--- src/rtl/uart_rx.sv ---
// 8N1 UART receiver with 16x oversampling, mid-bit sampling and stop-bit framing check.
// rx is synchronized; a start bit is only accepted after the line has been seen idle since reset.
//
// state     | meaning
// IDLE      | line idle, waiting for a falling edge on rx_s
// START     | timing to the middle of the start bit to reject glitches
// DATA      | sampling 8 data bits LSB first at mid-bit
// STOP      | sampling the stop bit at mid-bit
// WAIT_IDLE | framing error seen, waiting for the line to return high
module uart_rx #(
   parameter int TICK_DIV   = 326,
   parameter int OVERSAMPLE = 16
) (
   input  logic       clk,
   input  logic       rst,
   input  logic       rx,
   output logic [7:0] rx_data,
   output logic       rx_valid,
   output logic       frame_err,
   output logic       busy
);

   typedef enum logic [2:0] {
      IDLE      = 3'd0,
      START     = 3'd1,
      DATA      = 3'd2,
      STOP      = 3'd3,
      WAIT_IDLE = 3'd4
   } state_t;

   localparam logic [15:0] TICK_LAST = 16'(TICK_DIV - 1);
   localparam logic [3:0]  SAMP_LAST = 4'(OVERSAMPLE - 1);
   localparam logic [3:0]  SAMP_MID  = 4'(OVERSAMPLE / 2 - 1);

   state_t      state, next_state;
   logic        rx_m, rx_s;
   logic [1:0]  sync_fill;
   logic        armed;
   logic [15:0] tick_cnt;
   logic [3:0]  samp_cnt;
   logic [2:0]  bit_cnt;
   logic [7:0]  shreg;
   logic        tick, mid_tick, bit_tick;
   logic        start_det, samp_clr, shift_en, load, err;

   assign tick     = (tick_cnt == TICK_LAST);
   assign mid_tick = tick && (samp_cnt == SAMP_MID);
   assign bit_tick = tick && (samp_cnt == SAMP_LAST);
   assign busy     = (state != IDLE);

   always_ff @(posedge clk) begin
      if (rst) begin
         state <= IDLE;
      end else begin
         state <= next_state;
      end
   end

   always_comb begin
      next_state = state;
      start_det  = 1'b0;
      samp_clr   = 1'b0;
      shift_en   = 1'b0;
      load       = 1'b0;
      err        = 1'b0;
      case (state)
         IDLE: begin
            if (!rx_s && armed) begin
               next_state = START;
               start_det  = 1'b1;
            end
         end
         START: begin
            if (mid_tick) begin
               next_state = rx_s ? IDLE : DATA;
               samp_clr   = 1'b1;
            end
         end
         DATA: begin
            if (bit_tick) begin
               shift_en = 1'b1;
               if (bit_cnt == 3'd7) next_state = STOP;
            end
         end
         STOP: begin
            if (bit_tick) begin
               if (rx_s) begin
                  load       = 1'b1;
                  next_state = IDLE;
               end else begin
                  err        = 1'b1;
                  next_state = WAIT_IDLE;
               end
            end
         end
         WAIT_IDLE: begin
            if (rx_s) next_state = IDLE;
         end
         default: next_state = IDLE;
      endcase
   end

   // sync_fill marks when rx_s holds a real line sample rather than its reset value,
   // so a frame already in flight at reset release cannot look like a fresh start edge.
   always_ff @(posedge clk) begin
      if (rst) begin
         rx_m      <= 1'b1;
         rx_s      <= 1'b1;
         sync_fill <= 2'b00;
         armed     <= 1'b0;
      end else begin
         rx_m      <= rx;
         rx_s      <= rx_m;
         sync_fill <= {sync_fill[0], 1'b1};
         armed     <= armed | (sync_fill[1] & rx_s);
      end
   end

   always_ff @(posedge clk) begin
      if (rst) begin
         tick_cnt  <= 16'd0;
         samp_cnt  <= 4'd0;
         bit_cnt   <= 3'd0;
         shreg     <= 8'h00;
         rx_data   <= 8'h00;
         rx_valid  <= 1'b0;
         frame_err <= 1'b0;
      end else begin
         if (start_det || tick) tick_cnt <= 16'd0;
         else                   tick_cnt <= tick_cnt + 16'd1;

         if (start_det || samp_clr) samp_cnt <= 4'd0;
         else if (tick)             samp_cnt <= samp_cnt + 4'd1;

         if (start_det)     bit_cnt <= 3'd0;
         else if (shift_en) bit_cnt <= bit_cnt + 3'd1;

         if (shift_en) shreg <= {rx_s, shreg[7:1]};
         if (load)     rx_data <= shreg;

         rx_valid  <= load;
         frame_err <= err;
      end
   end

endmodule

--- config.mk ---
export PLATFORM = sky130hd
export DESIGN_NAME = uart_rx
export DESIGN_NICKNAME = d
export VERILOG_FILES = /design/src/rtl/uart_rx.sv
export SDC_FILE = /design/constraint.sdc
export NUM_CORES = 1
export LEC_CHECK = 0
export ABC_AREA = 1
export CORE_MARGIN = 10
export CORE_UTILIZATION = 52
export CTS_CLUSTER_DIAMETER = 30
export DETAILED_ROUTE_END_ITERATION = 16
export PLACE_DENSITY = 0.78
export SLEW_MARGIN = 0
export SYNTH_ARGS = -nofsm -noshare
export SYNTH_HDL_FRONTEND = slang
export SYNTH_SLANG_ARGS = --single-unit
--- constraint.sdc ---
create_clock -name clk -period 1.5 [get_ports clk]
set_input_delay 0.375 -clock clk [delete_from_list [all_inputs] [get_ports clk]]
set_output_delay 0.375 -clock clk [all_outputs]
set_load 0.005 [all_outputs]
======== Yosys cells after proc, flatten, opt, wreduce, memory -nomap -nowiden ========
Cells that the tools add are included.
storage, ports and cells
  output and inout port bits .............. 11
  input port bits ......................... 3
  flip-flop bits (word level) ............. 49
  logic and storage cells ................. 67
operators by class
  $add $sub $neg .......................... 3
  muxes and demuxes ....................... 20
  equal/unequal tests ..................... 14
  bitwise logic cells ..................... 4
  reduce and logical (&&, ||, !) cells .... 13
operators by type and width
  cell                                                   count
  two-way mux 3 bit                                      7
  adder 16 x 1 -> 16 bit (second input constant)         1
  equality test 16 x 9 -> 1 bit (second input constant)  1
  case mux 3 bit (5 select lines)                        1
  inequality test 2 bit (second input constant)          6
  two-way mux 1 bit                                      11
  equality test 3 x 2 -> 1 bit (second input constant)   2
  equality test 3 bit (second input constant)            2
  AND reduction 6 bit                                    1
  OR reduction 2 bit                                     3
  adder 4 x 1 -> 4 bit (second input constant)           1
  equality test 4 x 3 -> 1 bit (second input constant)   1
  equality test 4 bit (second input constant)            1
  adder 3 x 1 -> 3 bit (second input constant)           1
  equality test 3 x 1 -> 1 bit (second input constant)   1
  logical AND 1 bit                                      3
  logical NOT 3 bit                                      1
  nonzero test 3 bit                                     1
  OR reduction 3 bit                                     1
  logical OR 1 bit                                       2
  two-way mux 2 bit                                      1
  NOT 1 bit                                              2
  bitwise AND 1 bit                                      1
  logical NOT 1 bit                                      1
  OR 1 bit                                               1

======== Longest topological paths before layout ========
Gate-level depths: netlist of run 1.
  word-level depth ........................ 6
  mapped depth ............................ 10

======== Worst setup path before layout of run 1 ========
OpenSTA, ideal clock, no wires.
  kind .................................... register to register
  start ................................... register samp_cnt[0]
  end ..................................... register rx_data[1]
  path slack .............................. 0.082 ns
  cell stages (with the launch flop) ...... 9
  path buffers ............................ 0
  period minus slack after synthesis ...... 1.418 ns
  data required time ...................... 1.365 ns
  arrival ................................. 1.282 ns
  library setup time ...................... 0.135 ns
  cells stage by stage .................... dfxtp_1 > ha_1 > inv_1 > nor2_1 > inv_1 > nor2_8 > nand2_4 > nor2_1 > nor3_2
on the way
  cells in the longest elaborated chain, start to end .. 4
ends and longest elaborated chain
  what                    RTL line  RTL
  start, declared         40        logic [3:0] samp_cnt;
  start signal, assigned  133       else if (tick) samp_cnt <= samp_cnt + 4'd1;
  equality test 4 bit     48        assign bit_tick = tick && (samp_cnt == SAMP_LAST);
  logical AND 1 bit       48
  two-way mux 1 bit       86        if (bit_tick) begin
  two-way mux 1 bit       66        case (state)
  end signal, assigned    139       if (load) rx_data <= shreg;
  end, declared           17        output logic [7:0] rx_data,
No other way between the ends.
A chain may end at the register's enable or synchronous reset.

======== Worst setup path in the final report of run 1 ========
  start ................................... register tick_cnt[0]
  end ..................................... register tick_cnt[15]
on the way
  cells in the longest elaborated chain, start to end .. 3
  elaborated cells between the ends (all ways) .. 4
ends and longest elaborated chain
  what                                                            RTL line  RTL
  start, declared                                                 39        logic [15:0] tick_cnt;
  start signal, assigned                                          130       else tick_cnt <= tick_cnt + 16'd1;
  branches (longest 3 deep; another with adder 16 x 1 -> 16 bit)  -
Several ways; the timed one is not identified.

==> results of run 1 <==
==> through the flow <==
stage / setup slack, ps / TNS, ps / area (um2) / hold slack, ps
floorplan: 82.4 / 0 / 2240 / 388
global placement: -65.8 / -311 / 2580 / 391
detailed placement: -93.0 / -584 / 2580 / 395
CTS: 16.6 / 0 / 2680 / 408
global route: -75.8 / -1090 / 2830 / 424
finish: 36.8 / 0 / 2830 / 408
==> placed cells by master (no fill, tap or decap), types with 3 or more instances in the layout <==
cell,instances
nand2_1,32
nor2_4,5
xor2_1,5
o21a_1,4
nand4_1,5
a21oi_1,17
nand3_1,13
nor3_2,6
buf_4,21
nand2_2,6
nor2_2,9
clkbuf_8,5
o21ai_2,3
nand2_4,3
dfxtp_2,10
inv_2,3
o21ai_0,8
o21ai_1,4
nor3_1,10
dfxtp_1,38
dlygate4sd2_1,10
inv_1,33
ha_1,3
nor2_1,50
==> cell type report <==
type,count,area share (%)
flip-flops and latches,49,35.3
clock buffers,5,2.43
clock inverters,3,0.885
inverters,37,5.09
well taps,50,2.21
repair buffers,37,12.0
multi-input cells,201,42.1
==> worst max-delay path, cell delays in order, from the launching register on <==
cell     delay (ps)
dfxtp_2         360
buf_4           110
nand3_1         150
nor3_4          210
inv_1            80
nor2_2          140
nand3_1         120
xor2_1          150
nor2_1           50
==> how the worst max path moves through the flow <==
stage | cells past startpoint | slack (ps) | to | startpoint
finish | 8 | 40 | tick_cnt[15] | tick_cnt[0]
global route | 10 | -80 | rx_data[2] | tick_cnt[1]
CTS | 3 | 20 | busy | state[0]
detailed placement | 8 | -90 | tick_cnt[13] | rst
global placement | 8 | -70 | tick_cnt[13] | rst
floorplan | 8 | 80 | rx_data[1] | samp_cnt[0]
==> flip-flops by register name, indices dropped and copies added (netlist names), 2 cells and up <==
| signal | count |
|---|---|
| rx_data | 8 |
| state | 3 |
| bit_cnt | 3 |
| tick_cnt | 16 |
| sync_fill | 2 |
| samp_cnt | 4 |
| shreg | 8 |
==> timing repair <==
action                                  CTS  global route
buffers inserted                          1             2
hold endpoints to repair                  0             0
endpoints found under the setup margin   13            36
pin swaps                                 1            12
cloned                                    0             1
hold buffers                              0             0
resized for setup                        15            39
==> power by group <==
group	internal (mW)	switching (mW)
Combinational	0.168	0.226
Sequential	1.33	0.0226
Clock	0.337	0.460
==> kinds of logic (layout without fill, tap and decap cells) <==
kind of cell / count (synthesis) / count (layout) / share of synthesized area [%]
xor+xnor: 6 / 6 / 2.34
fa+ha+maj: 5 / 5 / 2.79
compound gates: 40 / 40 / 9.64
simple gates: 150 / 150 / 33.9
buf+inv: 41 / 82 / 7.64
flops: 49 / 49 / 43.7
==> layer usage <==
layer,share of wire (%),track usage [%],wire [um],vias up
met2,50,22.1,2340,24
li1,-,-,-,1018
met1,44,14.9,2070,913
met3,3.5,3.22,163,9
met5,0,0,0,-
met4,2.2,5.84,103,0
==> summary.md, run 1 <==
| Metric | Value |
|---|---|
| Top FF cell, synth | dfxtp_1 |
| Number of global-route vias before repair | around 1,900 |
| WP data required | between 1500 and 2000 ps |
| MaxCap Viol Count | 0 |
| Fin cells | ~380 |
| Sinks on Clock Net | a little under 50 |
| Final HPWL DP | between 3000 and 4000 um |
| CTS Buf Count | 5 |
| Fillers | approximately 320 |
| Placer Congestion | about 0.84 |
| CP Capture Type | register |
| Worst hold path cell count | 2 |
| Longest Clk Path Bufs | 2 |
| Fin. max-slew vios | 0 |
| Crit Path Class | reg2reg |
| Die Wd | between 80 and 90 um |
| First-pass iteration count of the detailed router | 4 |
| Reg-to-reg endpoint | tick_cnt[15] |
| P_leak | roughly 1.2 nW |
| Final Util | ~70% |
| Worst VDD drop | 786 uV |
| Clock transition at path regs | 90 ps |
| Slew @ Worst Pin | between 400 and 500 ps |
| Startpoint class of the critical path | register |
| Max_slew headroom | 69.1% |
| Area grow syn2layout | 26.0% |
| Register area | approximately 1000 um2 |
| Post-synth ARST share | 0% |
| Yosys top cell by area | dfxtp_1 |
| Clock period minus final worst setup slack | approximately 1500 ps |
| Synth Net Count | around 300 |
| Die area | about 0.0073 mm2 |
| Unrepaired setup endpoints after global routing | yes |
| Final #Nets | 339 |
| Wire length per cell | 12.3 um |
| Fin crit share | 97.5% |
| H-tree Lvls | 2 |
| Distinct cell type count after synthesis | 32 |
| CP arrival | around 1700 ps |
| Hold Vio Cnt, Final | 0 |
| FMAX | 683 MHz |
| Sequential area share after synthesis | about 44% |
| Skew final | approximately 11 ps |
| Root Buffer | clkbuf_8 |
| Via density | between 5 and 6 |
| Footprint of the multi-input gates | between 0.001 and 0.0015 mm2 |
| Post-synth top cells | nor2_1, dfxtp_1, nand2_1 |
| Vias after detailed routing | 1,964 |
| Worst R2R Path Depth | 8 |
| Clk Latency, worst-skew pair | approximately 310 ps |
| DR iter-0 viols | 73 |
| Syn Inst Count | just under 300 |
| Cell area after synthesis | around 0.0022 mm2 |
| Residual overflow from global routing | 0 |
| Yosys top cell area share | a little over two fifths |
| Port Buffers | 13 |
| Status | finished clean |
| # DRC | 0 |
| First-pass GRT wire length | between 8000 and 9000 um |
| Die H | 85.7 um |
| Drt total wl | around 4700 um |
| R2r startpoint | tick_cnt[0] |
| Synthesis warning total | 0 |
| Hold Path Class | reg2reg |
| Most common cell in the synthesized netlist | nor2_1 |
| FP Rows | 23 |
| Initial Util | between 50% and 60% |
| Crit path max fanout | 3 |
| Hold Path Origin | sync_fill[0] |
| Pwr Density | 901 mW/mm2 |
| Diode count | 0 |
| Placed cells | 370 |
| CTS tree | done |
| Post-synth EDFFs | 0 |
| Initial antenna violation count | 0 |
| Reg2Reg Setup Slack | around 37 ps |
| Share of layout cells above drive strength 1 | approximately 28% |
| CORE AREA | slightly above 0.004 mm2 |
| Largest net degree at the start of global routing | 18 |
| Post-DRT Antenna Nets | 0 |
| Final setup vio count | 0 |
| Syn avg cell area | 7.71 um2 |
| Total power | 2.55 mW |
| Gr usage total | 13.0% |
| Ports | 14 |
| Seq cells post-synth | a little under 50 |
| Hold Path Sink | sync_fill[1] |
| Top cells by area, synth | dfxtp_1, nor2_1, nand2_1 |
Power figures use the tool's default switching activity.
==> inputs of run 2 (changes only) <==
--- a/config.mk
+++ b/config.mk
@@ -10,8 +10,9 @@
 export CORE_UTILIZATION = 52
 export CTS_CLUSTER_DIAMETER = 30
 export DETAILED_ROUTE_END_ITERATION = 16
+export GPL_TIMING_DRIVEN = 0
 export PLACE_DENSITY = 0.78
-export SLEW_MARGIN = 0
+export SLEW_MARGIN = 25
 export SYNTH_ARGS = -nofsm -noshare
 export SYNTH_HDL_FRONTEND = slang
 export SYNTH_SLANG_ARGS = --single-unit
==> run 2 against run 1 <==
Against the previous run: routed wire length increased by 2.8%; power decreased by 2.9%; largest power group unchanged; cell count decreased by 2.6%; critical endpoint is now shreg[6].
==> summary.md, run 2 (synthesized netlist as in run 1, its figures left out) <==
| Metric | Value |
|---|---|
| Area grow syn2layout | 25.3% |
| Final #Nets | 329 (-2.9%) |
| Crit Path Class | reg2reg |
| Hold Path Sink | rx_s |
| Slew @ Worst Pin | 607 ps (+147 ps) |
| Status | finished clean |
| Via density | 5.15 (+0.18%) |
| P_leak | 1.14 nW (-3.9%) |
| Die area | 0.00734 mm2 (unchanged) |
| # DRC | 0 (unchanged) |
| Hold Vio Cnt, Final | 0 (unchanged) |
| Residual overflow from global routing | 0 (unchanged) |
| Final Util | 68.8% (-0.37 points) |
| Ports | 14 (unchanged) |
| Port Buffers | 13 (unchanged) |
| Final setup vio count | 0 (unchanged) |
| Commonest non-fill, non-tap cell in the layout | nor2_1 |
| DR iter-0 viols | 118 (+62%) |
| Fin crit share | 99.1% (+1.5 points) |
| Reg2Reg Setup Slack | 10 ps (-20 ps) |
| Startpoint class of the critical path | register |
| Longest Clk Path Bufs | 2 (unchanged) |
| Global Route met3 Usage | 3.41% (+0.19 points) |
| FP Rows | 23 (unchanged) |
| Fin Hold WS | 419 ps (+11.3 ps) |
| Most flops, register | tick_cnt |
| Fin. max-slew vios | 0 (unchanged) |
| GR peak layer | met2 |
| Drt total wl | 4810 um (+2.8%) |
| Clock period minus final worst setup slack | 1490 ps (+23.0 ps) |
| Pwr Density | 880 mW/mm2 (-2.4%) |
| Skew final | 9.98 ps (-1.50 ps) |
| Initial antenna violation count | 0 (unchanged) |
| CTS tree | done |
| Fillers | 306 (-5.6%) |
| Largest net degree at the start of global routing | 17 (-1) |
| Hold Path Origin | rx_m |
| CTS Buf Count | 5 (unchanged) |
| CORE AREA | 0.00409 mm2 (unchanged) |
| H-tree Lvls | 2 (unchanged) |
| Vias after detailed routing | 1,916 (-2.4%) |
| MaxCap Viol Count | 0 (unchanged) |
| Worst hold path cell count | 1 (-1) |
| Gr usage total | 12.3% (-0.63 points) |
| Hold Path Class | reg2reg |
| CP arrival | 1700 ps (+30 ps) |
| Setup TNS | 0 ps (unchanged) |
| Die Wd | 85.7 um (unchanged) |
| CP Capture Type | register |
| FMAX | 673 MHz (-1.5%) |
| Sinks on Clock Net | 49 (unchanged) |
| Die H | 85.7 um (unchanged) |
| Worst VDD drop | 373 uV (-52%) |
| Final HPWL DP | 3060 um (-8.6%) |
| Diode count | 0 (unchanged) |
| Post-DRT Antenna Nets | 0 (unchanged) |
| Clock transition at path regs | 90 ps (about the same) |
| Crit path max fanout | 5 (+2) |
| Largest registers | tick_cnt x16, rx_data x8, shreg x8 |
| R2r startpoint | tick_cnt[1] |
| Wire length per cell | 12.9 um (+5.5%) |
| Grt met1 use | 15.1% (+0.19 points) |
| Reg-to-reg endpoint | shreg[6] |
| Placer Congestion | 0.795 (-5.5%) |
| Initial Util | 54.9% (unchanged) |
| Met2 usage | 19.2% (-2.9 points) |
| WP data required | 1710 ps (about the same) |
| Unrepaired setup endpoints after global routing | yes |
| First-pass GRT wire length | 7540 um (-6.1%) |
| Max_slew headroom | 59.5% (-9.6 points) |
| Most frequent cells in the layout | nor2_1, dfxtp_1, nand2_1 |
| First-pass iteration count of the detailed router | 5 (+1) |
| Worst R2R Path Depth | 9 (+1) |
| Number of global-route vias before repair | 1,676 (-11%) |
| Clk Latency, worst-skew pair | 310 ps (about the same) |
| Share of layout cells above drive strength 1 | 32.9% (+4.9 points) |
| Largest register FFs | 16 (unchanged) |
| Root Buffer | clkbuf_8 |
run 2: changes by cell type in the layout (fill, tap and decap cells not counted), moves of 6 or more:
cell and delta:
buf_4 -14, nor2_1 -13, inv_1 -7, inv_2 +7, nor2_4 +7, nor2_2 +6
run 2: critical path, cell delays in order (launching register included):
cell     delay, ps
dfxtp_2        340
inv_2           60
ha_4           130
nand2_2         60
nor2_4         160
nand2_4        110
nor2_8         200
nand2_2        110
o21ai_0        160
a21oi_1         50
run 2: worst max path at each step:
stage	from	endpoint	slack [ps]	depth (start not counted)
final	tick_cnt[1]	shreg[6]	10	9
after global routing	tick_cnt[0]	tick_cnt[8]	-120	9
after CTS	tick_cnt[1]	tick_cnt[2]	3	8
after detailed placement	rst	tick_cnt[2]	-340	7
after global placement	rst	tick_cnt[2]	-340	7
after floorplan	samp_cnt[0]	rx_data[1]	80	8
run 2: area by class of cell:
class / instances / area, um2 / share of cell area (%)
Buffer: 4 / 31.3 / 1.11
Clock buffer: 5 / 68.8 / 2.45
Clock inverter: 3 / 21.3 / 0.756
Inverter: 37 / 151 / 5.38
Multi-Input combinational cell: 202 / 1270 / 45.2
Sequential cell: 49 / 1010 / 35.9
Tap cell: 50 / 62.6 / 2.22
Timing Repair Buffer: 22 / 196 / 6.98
run 2: power breakdown:
group          total [mW]  leakage, nW  internal (mW)  switching [mW]
registers            1.37        0.405           1.33          0.0362
logic               0.311        0.695          0.109           0.203
clock network       0.795       0.0445          0.331           0.463
run 2: what timing repair did:
action,4_1_cts,5_1_grt
resized for setup,28,63
hold endpoints to repair,0,0
pin swaps,3,10
setup endpoints to repair,41,45
hold buffers,0,0
cloned,0,1
setup buffers,2,7
run 2: layer usage:
| layer | wire length (um) | vias up |
|---|---|---|
| met5 | 0 | - |
| met4 | 97 | 0 |
| met3 | 170 | 8 |
| met2 | 2280 | 37 |
| met1 | 2260 | 875 |
| li1 | - | 996 |
run 2: through the flow:
step	setup slack [ps]	instances	cell area [um2]	total power [mW]
final	13.9	372	2810	2.47
after global routing	-124	372	2810	2.60
after CTS	2.96	364	2570	2.48
after detailed placement	-341	354	2440	1.68
after global placement	-344	354	2440	1.68
after floorplan	82.4	291	2240	1.60
==> inputs of run 3 (changes only) <==
--- a/config.mk
+++ b/config.mk
@@ -6,7 +6,7 @@
 export NUM_CORES = 1
 export LEC_CHECK = 0
 export ABC_AREA = 1
-export CORE_MARGIN = 10
+export CORE_MARGIN = 3
 export CORE_UTILIZATION = 52
 export CTS_CLUSTER_DIAMETER = 30
 export DETAILED_ROUTE_END_ITERATION = 16
==> run 3 against run 2 <==
Against the previous run: highest routed layer unchanged; largest power group unchanged; critical path type unchanged; maximum frequency fell by 1.7%; the flow now finishes with violations (negative setup slack); sequential share of layout area rose by 0.67 points; critical endpoint is now rx_data[0]; first-iteration DRC count fell by 21%; largest cell class unchanged.
==> summary.md, run 3 (synthesized netlist as in run 1, its figures left out) <==
| Metric | Value |
|---|---|
| Area grow syn2layout | 24.2% |
| Share of layout cells above drive strength 1 | 31.8% (-1.1 points) |
| CP Capture Type | register |
| Ports | 14 (unchanged) |
| Final setup vio count | 1 (+1) |
| Initial Util | 54.9% (unchanged) |
| Vias after detailed routing | 1,921 (+0.26%) |
| MaxCap Viol Count | 0 (unchanged) |
| Hold Vio Cnt, Final | 0 (unchanged) |
| WP data required | 1740 ps (+30 ps) |
| First-pass iteration count of the detailed router | 4 (-1) |
| Hold Path Class | reg2reg |
| Fin crit share | 101% (+1.7 points) |
| Placed cell areas | 0.00244 mm2 (unchanged) |
| Clk Latency, worst-skew pair | 310 ps (about the same) |
| Clock transition at path regs | 90 ps (about the same) |
| Largest registers | tick_cnt x16, rx_data x8, shreg x8 |
| Most flops, register | tick_cnt |
| Drt total wl | 4550 um (-5.4%) |
| Top delay family on crit path | simple AND/OR/NAND/NOR gates |
| Via density | 5.18 (+0.53%) |
| Worst VDD drop | 558 uV (+49%) |
| Commonest non-fill, non-tap cell in the layout | nor2_1 |
| Crit path max fanout | 8 (+3) |
| Longest Clk Path Bufs | 2 (unchanged) |
| Die area | 0.00514 mm2 (-30%) |
| Number of global-route vias before repair | 1,779 (+6.1%) |
| P_leak | 1.16 nW (+1.7%) |
| Slew @ Worst Pin | 618 ps (+10.9 ps) |
| Max_slew headroom | 58.8% (-0.73 points) |
| First-pass GRT wire length | 7490 um (-0.73%) |
| CORE AREA | 0.00409 mm2 (unchanged) |
| Final HPWL DP | 3010 um (-1.6%) |
| Root Buffer | clkbuf_8 |
| Die H | 71.7 um (-16%) |
| FP Rows | 23 (unchanged) |
| WP buf/inv | 2 (+1) |
| Pwr Density | 920 mW/mm2 (+4.6%) |
| Unrepaired setup endpoints after global routing | yes |
| Final #Nets | 328 (-0.30%) |
| CP arrival | 1750 ps (+50 ps) |
| FMAX | 661 MHz (-1.7%) |
| Critical-path cell list | inv_2, ha_4, nand2_2, nor2_4, nand2_4, nor2_8, nand2_8, clkinv_8, o21ai_1, nor2_1 |
| Violated checks | negative setup slack |
| Fillers | 320 (+4.6%) |
| Diode count | 0 (unchanged) |
| Final Util | 68.2% (-0.58 points) |
| Placer Congestion | 0.816 (+2.6%) |
| CTS Buf Count | 5 (unchanged) |
| Most frequent cells in the layout | nor2_1, nand2_1, inv_1 |
| DR iter-0 viols | 93 (-21%) |
| Setup ws final | -12.1 ps (-26.0 ps) |
| CTS tree | done |
| Sinks on Clock Net | 49 (unchanged) |
| Fin Hold WS | 417 ps (-2.14 ps) |
| CP max-delay cell | dfxtp_2 |
| Post-DRT Antenna Nets | 0 (unchanged) |
| Crit Path Class | reg2reg |
| H-tree Lvls | 2 (unchanged) |
| # DRC | 0 (unchanged) |
| Initial antenna violation count | 0 (unchanged) |
| Skew final | 8.33 ps (-1.65 ps) |
| Finished Cell Area | 0.00279 mm2 (-0.85%) |
| Status | finished with violations |
| Residual overflow from global routing | 0 (unchanged) |
| Die Wd | 71.7 um (-16%) |
| Clock period minus final worst setup slack | 1510 ps (+26.0 ps) |
| Largest net degree at the start of global routing | 16 (-1) |
| Wire length per cell | 12.3 um (-5.2%) |
| Startpoint class of the critical path | register |
| CP max stage delay | 340 ps (about the same) |
| Port Buffers | 13 (unchanged) |
| Fin. max-slew vios | 0 (unchanged) |
| Gr usage total | 18.1% (+5.7 points) |
| Largest register FFs | 16 (unchanged) |
## run 3: metal layers
layer	GRT usage [%]	vias to the layer above	wire length, um
li1	-	989	-
met1	24.4	902	2190
met2	28.4	24	2170
met3	2.95	6	116
met4	8.14	0	75
met5	0	-	0
## run 3: layout make-up
cell class | count | area (um2) | area share [%]
multi-input combinational | 202 | 1240 | 44.5
buffer | 4 | 35.0 | 1.26
tap | 50 | 62.6 | 2.24
clock buffer | 6 | 82.6 | 2.96
inverter | 37 | 151 | 5.43
clock inverter | 2 | 13.8 | 0.493
sequential | 49 | 1020 | 36.6
timing repair buffer | 21 | 181 | 6.51
## run 3: per-stage QoR
stage          setup TNS [ps]  worst slack [ps]  cells  total power, mW
4_1_cts                     0             0.769    366             2.52
3_5_place_dp            -5970              -369    354             1.68
6_report                -12.1             -12.1    371             2.57
2_1_floorplan               0              82.4    291             1.60
3_3_place_gp            -5640              -340    354             1.68
5_1_grt                  -812             -84.3    371             2.68
## run 3: what timing repair did
action | in CTS | in global routing
endpoints found under the setup margin | 43 | 42
gates cloned | 0 | 1
hold buffers | 0 | 0
gates resized for setup | 29 | 59
pin swaps | 4 | 10
setup buffers | 4 | 4
## run 3: worst paths after layout
check,startpoint,endpoint,slack (ps),cells past startpoint
setup / recovery,tick_cnt[1],rx_data[0],-10,10
hold / removal,rx_m,rx_s,420,1
setup reg to reg,tick_cnt[1],rx_data[0],-10,10
hold reg to reg,rx_m,rx_s,420,1
## run 3: report_power, final
part	total (mW)	switching [mW]	internal, mW	leakage [nW]
logic	0.375	0.228	0.147	0.704
clock network	0.825	0.450	0.374	0.0512
registers	1.37	0.0299	1.34	0.409
